--- src/rtl/mov_down_seq.sv ---
// 2048 "move down" engine: N_PASS compaction passes, one merge pass, N_PASS
// compaction passes. Optional win detection is built when MOV_DOWN_WIN_EN is defined.
module mov_down_seq #(
    parameter int WIN_EXP = 11,
    parameter int N_PASS  = 3
) (
    input  logic                  clk,
    input  logic                  rst_n,
    input  logic                  start,
    input  logic [0:3][0:3][3:0]  grid_in,
    output logic [0:3][0:3][3:0]  grid_out,
    output logic                  busy,
    output logic                  done,
    output logic                  moved,
    output logic [3:0]            merge_cnt,
    output logic [2:0]            state_dbg
`ifdef MOV_DOWN_WIN_EN
    ,
    output logic                  win
`endif
);

    // Handshake: start is a level sampled on any rising edge while IDLE.
    // done is a one-cycle pulse; grid_out/moved/merge_cnt hold until the next done.
    typedef enum logic [2:0] {
        IDLE   = 3'd0,
        SHIFT1 = 3'd1,
        MERGE  = 3'd2,
        SHIFT2 = 3'd3,
        DONE   = 3'd4
    } state_t;

    localparam logic [2:0] LAST_PASS = 3'(N_PASS - 1);

    state_t               state, state_next;
    logic [0:3][0:3][3:0] work, orig;
    logic [0:3][0:3][3:0] shift_grid, merge_grid;
    logic [2:0]           pass_cnt;
    logic [3:0]           merge_add;
    logic                 merge_win;

    function automatic logic [0:3][3:0] compact_col(input logic [0:3][3:0] g);
        logic [0:3][3:0] r;
        r = g;
        if (g[3] == 4'd0)      r = {4'd0, g[0], g[1], g[2]};
        else if (g[2] == 4'd0) r = {4'd0, g[0], g[1], g[3]};
        else if (g[1] == 4'd0) r = {4'd0, g[0], g[2], g[3]};
        return r;
    endfunction

    // Merged exponent saturates at 15 instead of wrapping.
    function automatic logic [3:0] inc_sat(input logic [3:0] x);
        return (x == 4'hf) ? 4'hf : x + 4'd1;
    endfunction

    always_comb begin
        shift_grid = work;
        merge_grid = work;
        merge_add  = 4'd0;
        merge_win  = 1'b0;
        for (int i = 0; i < 4; i++) begin
            shift_grid[i] = compact_col(work[i]);
            if (work[i][3] == work[i][2] && work[i][3] != 4'd0) begin
                merge_grid[i][3] = inc_sat(work[i][3]);
                merge_grid[i][2] = 4'd0;
                merge_add        = merge_add + 4'd1;
                if (work[i][1] == work[i][0] && work[i][1] != 4'd0) begin
                    merge_grid[i][1] = inc_sat(work[i][1]);
                    merge_grid[i][0] = 4'd0;
                    merge_add        = merge_add + 4'd1;
                end
            end else if (work[i][2] == work[i][1] && work[i][2] != 4'd0) begin
                merge_grid[i][2] = inc_sat(work[i][2]);
                merge_grid[i][1] = 4'd0;
                merge_add        = merge_add + 4'd1;
            end else if (work[i][1] == work[i][0] && work[i][1] != 4'd0) begin
                merge_grid[i][1] = inc_sat(work[i][1]);
                merge_grid[i][0] = 4'd0;
                merge_add        = merge_add + 4'd1;
            end
            // Only tiles that changed in this pass can be new merge results.
            for (int j = 0; j < 4; j++) begin
                if (merge_grid[i][j] != work[i][j] && merge_grid[i][j] != 4'd0 &&
                    32'(merge_grid[i][j]) >= WIN_EXP)
                    merge_win = 1'b1;
            end
        end
    end

    always_comb begin
        state_next = state;
        case (state)
            IDLE:    if (start) state_next = SHIFT1;
            SHIFT1:  if (pass_cnt == LAST_PASS) state_next = MERGE;
            MERGE:   state_next = SHIFT2;
            SHIFT2:  if (pass_cnt == LAST_PASS) state_next = DONE;
            DONE:    state_next = IDLE;
            default: state_next = IDLE;
        endcase
    end

    always_ff @(posedge clk or negedge rst_n) begin
        if (!rst_n) begin
            state     <= IDLE;
            work      <= '0;
            orig      <= '0;
            pass_cnt  <= 3'd0;
            grid_out  <= '0;
            moved     <= 1'b0;
            merge_cnt <= 4'd0;
        end else begin
            state <= state_next;
            case (state)
                IDLE: begin
                    if (start) begin
                        work      <= grid_in;
                        orig      <= grid_in;
                        pass_cnt  <= 3'd0;
                        merge_cnt <= 4'd0;
                    end
                end
                SHIFT1: begin
                    work     <= shift_grid;
                    pass_cnt <= (pass_cnt == LAST_PASS) ? 3'd0 : pass_cnt + 3'd1;
                end
                MERGE: begin
                    work      <= merge_grid;
                    merge_cnt <= merge_cnt + merge_add;
                    pass_cnt  <= 3'd0;
                end
                SHIFT2: begin
                    work     <= shift_grid;
                    pass_cnt <= pass_cnt + 3'd1;
                    if (pass_cnt == LAST_PASS) begin
                        grid_out <= shift_grid;
                        moved    <= (shift_grid != orig);
                    end
                end
                default: ;
            endcase
        end
    end

`ifdef MOV_DOWN_WIN_EN
    always_ff @(posedge clk or negedge rst_n) begin
        if (!rst_n)                        win <= 1'b0;
        else if (state == MERGE && merge_win) win <= 1'b1;
    end
`endif

    assign busy      = (state != IDLE);
    assign done      = (state == DONE);
    assign state_dbg = state;

endmodule

--- config.mk ---
export PLATFORM = sky130hd
export DESIGN_NAME = mov_down_seq
export DESIGN_NICKNAME = d
export VERILOG_FILES = /design/src/rtl/mov_down_seq.sv
export SDC_FILE = /design/constraint.sdc
export NUM_CORES = 1
export LEC_CHECK = 0
export CAP_MARGIN = 20
export CELL_PAD_IN_SITES_DETAIL_PLACEMENT = 1
export CELL_PAD_IN_SITES_GLOBAL_PLACEMENT = 2
export CORE_MARGIN = 4
export CORE_UTILIZATION = 38
export CTS_CLUSTER_DIAMETER = 50
export DETAILED_ROUTE_END_ITERATION = 8
export GPL_ROUTABILITY_DRIVEN = 0
export PLACE_DENSITY = 0.91
export SYNTH_ARGS = -nofsm -noshare
export SYNTH_HDL_FRONTEND = slang
export SYNTH_SLANG_ARGS = --single-unit
--- constraint.sdc ---
create_clock -name clk -period 8.4 [get_ports clk]
set_input_delay 2.52 -clock clk [delete_from_list [all_inputs] [get_ports clk]]
set_output_delay 2.52 -clock clk [all_outputs]
set_load 0.02 [all_outputs]
==> results.md <==
* Iter 0 DRT Violations at 658
* Yosys Warn Count at 0
* Rows at 65
* Detailed-route via count at 10810
* First-pass GRT wire length at 65.01 mm
* Total leakage power at 6.282 nW
* IO Pins at 141
* Hold Startpoint: grid_out[38]
* R2R setup slack at 2.11 ns
* Tmin final at 6.294 ns
* Setup total negative slack at 0 ns
* FILL cells at 3599
* WL/cell at 22.10 um
* Post-layout util at 47.36%
* Top post-synthesis cells by area: dfrtp_1, mux2_2, o21ai_0, nand2_1, xnor2_1
* Post-layout nets at 1544
* DRC viols at 0
* Cell variety after synth at 75
* CP Data Required Time at 8.88 ns
* Post-Syn Area at 12310 um2
* Power Density at 463.0 nW/um2
* H-tree levels at 1
* Hold path depth at 2
* Status: complete, no violations
* FFs w/ async S/R, synth at 100.0%
* Area share of the largest cell type after synthesis at 41.26%
* Detailed Routing Iterations Pass 1 at 5
* Vias in the first global route at 11270
* Syn nets at 1452
* Hold Crit Class: register to register
* CP Data Arrival Time at 6.77 ns
* CTS tree: built
* Chip Width at 188.0 um
* RSZ-0062 raised after global routing: false
* N_diodes at 0
* Initial antenna violation count at 0
* Worst Max-Slew Pin Slew at 0.9940 ns
* Post-synth EDFFs at 0
* Clk sinks at 203
* Clock latency on the worst-skew pair at 0.56 ns
* Final Max Tran Viols at 0
* Post-DRT Antenna Nets at 0
* Clock power share at 19.3%
* Core Box Area at 31720 um2
* Max Clk Rate at 158.9 MHz
* Total Wirelength at 41.21 mm
* R2r startpoint: work[56]
* Dpl ws at 2.291 ns
* Worst R2R Path Depth at 27
* Largest net degree at the start of global routing at 102
* Max-cap viol count at 0
* Tcrit/Tclk final at 74.93%
* Total die area at 35340 um2
* Top_reg_cell synth: dfrtp_1
* Crit Path Max Fanout at 8
* Ratio of cells with drive above 1 in the final layout at 11.28%
* Clock skew at 0.01729 ns
* Setup bufs post-CTS at 0
* Switching Fraction at 45.98%
* Number of CTS-inserted buffers at 30
* DIE HEIGHT at 188.0 um
* Most common cell after layout, fill and taps aside: dfrtp_1
* Port bufs at 140
* Flop pwr share at 26.3%
* Combinational Power Share at 54.4%
* Hold slack final at 0.4742 ns
* Syn Area/Cell at 9.119 um2
* Worst-path clk slew at 0.06 ns
* Sequential area share after synthesis at 41.26%
* PostCTS Resize Cnt at 0
* Total track usage at 22.77%
* Hold Path End: grid_out[38]
* Peak VDD IR at 224.1 uV
* GRT overflow at 0
* Crit Path Class: register to register
* Syn Inst Count at 1350
* Root Driver: clkbuf_16
* Setup ws final at 2.106 ns
* Final Hold Fails at 0
* Slew headroom at 33.74%
* CP Launch Type: register
* Routed vias/inst at 5.798
* Post-synth top area cell: dfrtp_1
* Design area at 15020 um2
* Worst R2R End: merge_cnt[3]
* Internal Power at 0.003758 W
* CP endpoint kind: register
* Switching pwr at 0.003198 W
* Setup violators final at 0
* Initial core utilization at 38.81%
* Commonest cells after routing, fill and taps aside: dfrtp_1, nand2_1, clkdlybuf4s50_1
* Max Root-Sink Buffers at 3
* Placement-stage cell area at 13950 um2
* Layout area overhead at 22.04%
* HPWL Detailed at 29.60 mm
* Yosys reg bits at 203
* CTS Hold Buffers Added at 0
[power groups by stage]
| stage | Sequential, W | Clock (W) | Combinational, W |
|---|---|---|---|
| after floorplan | 0.00174 | 0 | 0.00262 |
| after global placement | 0.00182 | 0 | 0.00364 |
| after detailed placement | 0.00184 | 0 | 0.00375 |
| after CTS | 0.00183 | 0.00136 | 0.00379 |
| after global routing | 0.00190 | 0.00141 | 0.00414 |
| final | 0.00183 | 0.00134 | 0.00378 |
[logic make-up (layout without fill, tap and decap cells)]
group           count (synthesis)  count (layout)  synth area share [%]
compound gates                384             384                 19.86
xor+xnor                      101             101                 7.308
fa+ha+maj                      35              35                 3.618
buf+inv                       138             251                 4.645
flops                         203             203                 41.26
mux                            88              88                 7.816
simple gates                  401             401                 15.49
[cells in the mapped netlist (8+ instances only)]
cell type and n:
o21a_1 8, dfrtp_1 203, a211oi_1 11, nor4_1 11, nor3_1 20, nor2_1 70
inv_1 45, o21ai_0 134, o221ai_1 8, a22o_1 29, or3_1 8, buf_2 10
mux2i_1 23, xnor2_1 64, ha_1 34, nand4_1 12, nand3_1 43, a22oi_1 13
clkbuf_1 71, nand2_1 166, a31oi_1 46, a21oi_1 79, nand2b_1 24, xor2_1 36
mux2_2 65, and3_1 10
[flip-flops by register name, indices dropped and copies added, names as in the netlist]
register,flops
state_dbg,3
merge_cnt,4
orig,64
work,64
pass_cnt,3
moved,1
grid_out,64
[per-stage QoR]
stage / instances / total power (W)
finish: 1865 / 0.006956
CTS: 1865 / 0.006986
global placement: 1812 / 0.005463
detailed placement: 1812 / 0.005596
floorplan: 1350 / 0.004351
global route: 1865 / 0.007445
[how the worst max path moves through the flow]
| stage | startpoint | to | slack (ns) | depth (start not counted) |
|---|---|---|---|---|
| after global routing | work[56] | merge_cnt[3] | 1.55 | 27 |
| after CTS | work[56] | merge_cnt[3] | 2.18 | 27 |
| final | work[56] | merge_cnt[3] | 2.11 | 27 |
| after detailed placement | work[56] | merge_cnt[3] | 2.29 | 27 |
| after floorplan | work[56] | merge_cnt[3] | 3.00 | 27 |
| after global placement | work[56] | merge_cnt[3] | 2.66 | 26 |
[critical path: stages (launching register included)]
cell	delay (ns)
dfrtp_1	0.50
inv_1	0.12
ha_1	0.23
or3_1	0.32
a211oi_2	0.21
o21ai_0	0.18
nor2_1	0.39
nor2_1	0.15
ha_1	0.35
a211oi_1	0.22
a21oi_1	0.13
ha_1	0.38
o22ai_1	0.10
a21oi_1	0.30
ha_1	0.27
and2_4	0.19
nor2_1	0.04
a211oi_1	0.27
a21oi_1	0.08
ha_1	0.33
a21oi_1	0.41
nand2b_1	0.12
a211oi_1	0.24
a311o_1	0.16
nor3_1	0.05
xnor2_1	0.20
a21oi_1	0.10
o22ai_1	0.15
[routing by layer]
metal  GRT usage [%]  vias up  part of all wire (%)
met4           7.369        0                   3.6
met2           37.76      269                    47
li1                -     5000                     -
met5               0        -                     0
met3           2.867       81                   4.3
met1           31.03     5464                    45
[layout make-up]
cell class                      instances  area [um2]  area share, %
Clock inverter                         20       277.8          1.849
Multi-Input combinational cell       1009        6699          44.59
Inverter                               45       168.9          1.124
Clock buffer                           33       792.0          5.272
Sequential cell                       203        5080          33.81
Tap cell                              402       503.0          3.348
Timing Repair Buffer                  153        1503          10.00
Power figures use the tool's default switching activity.
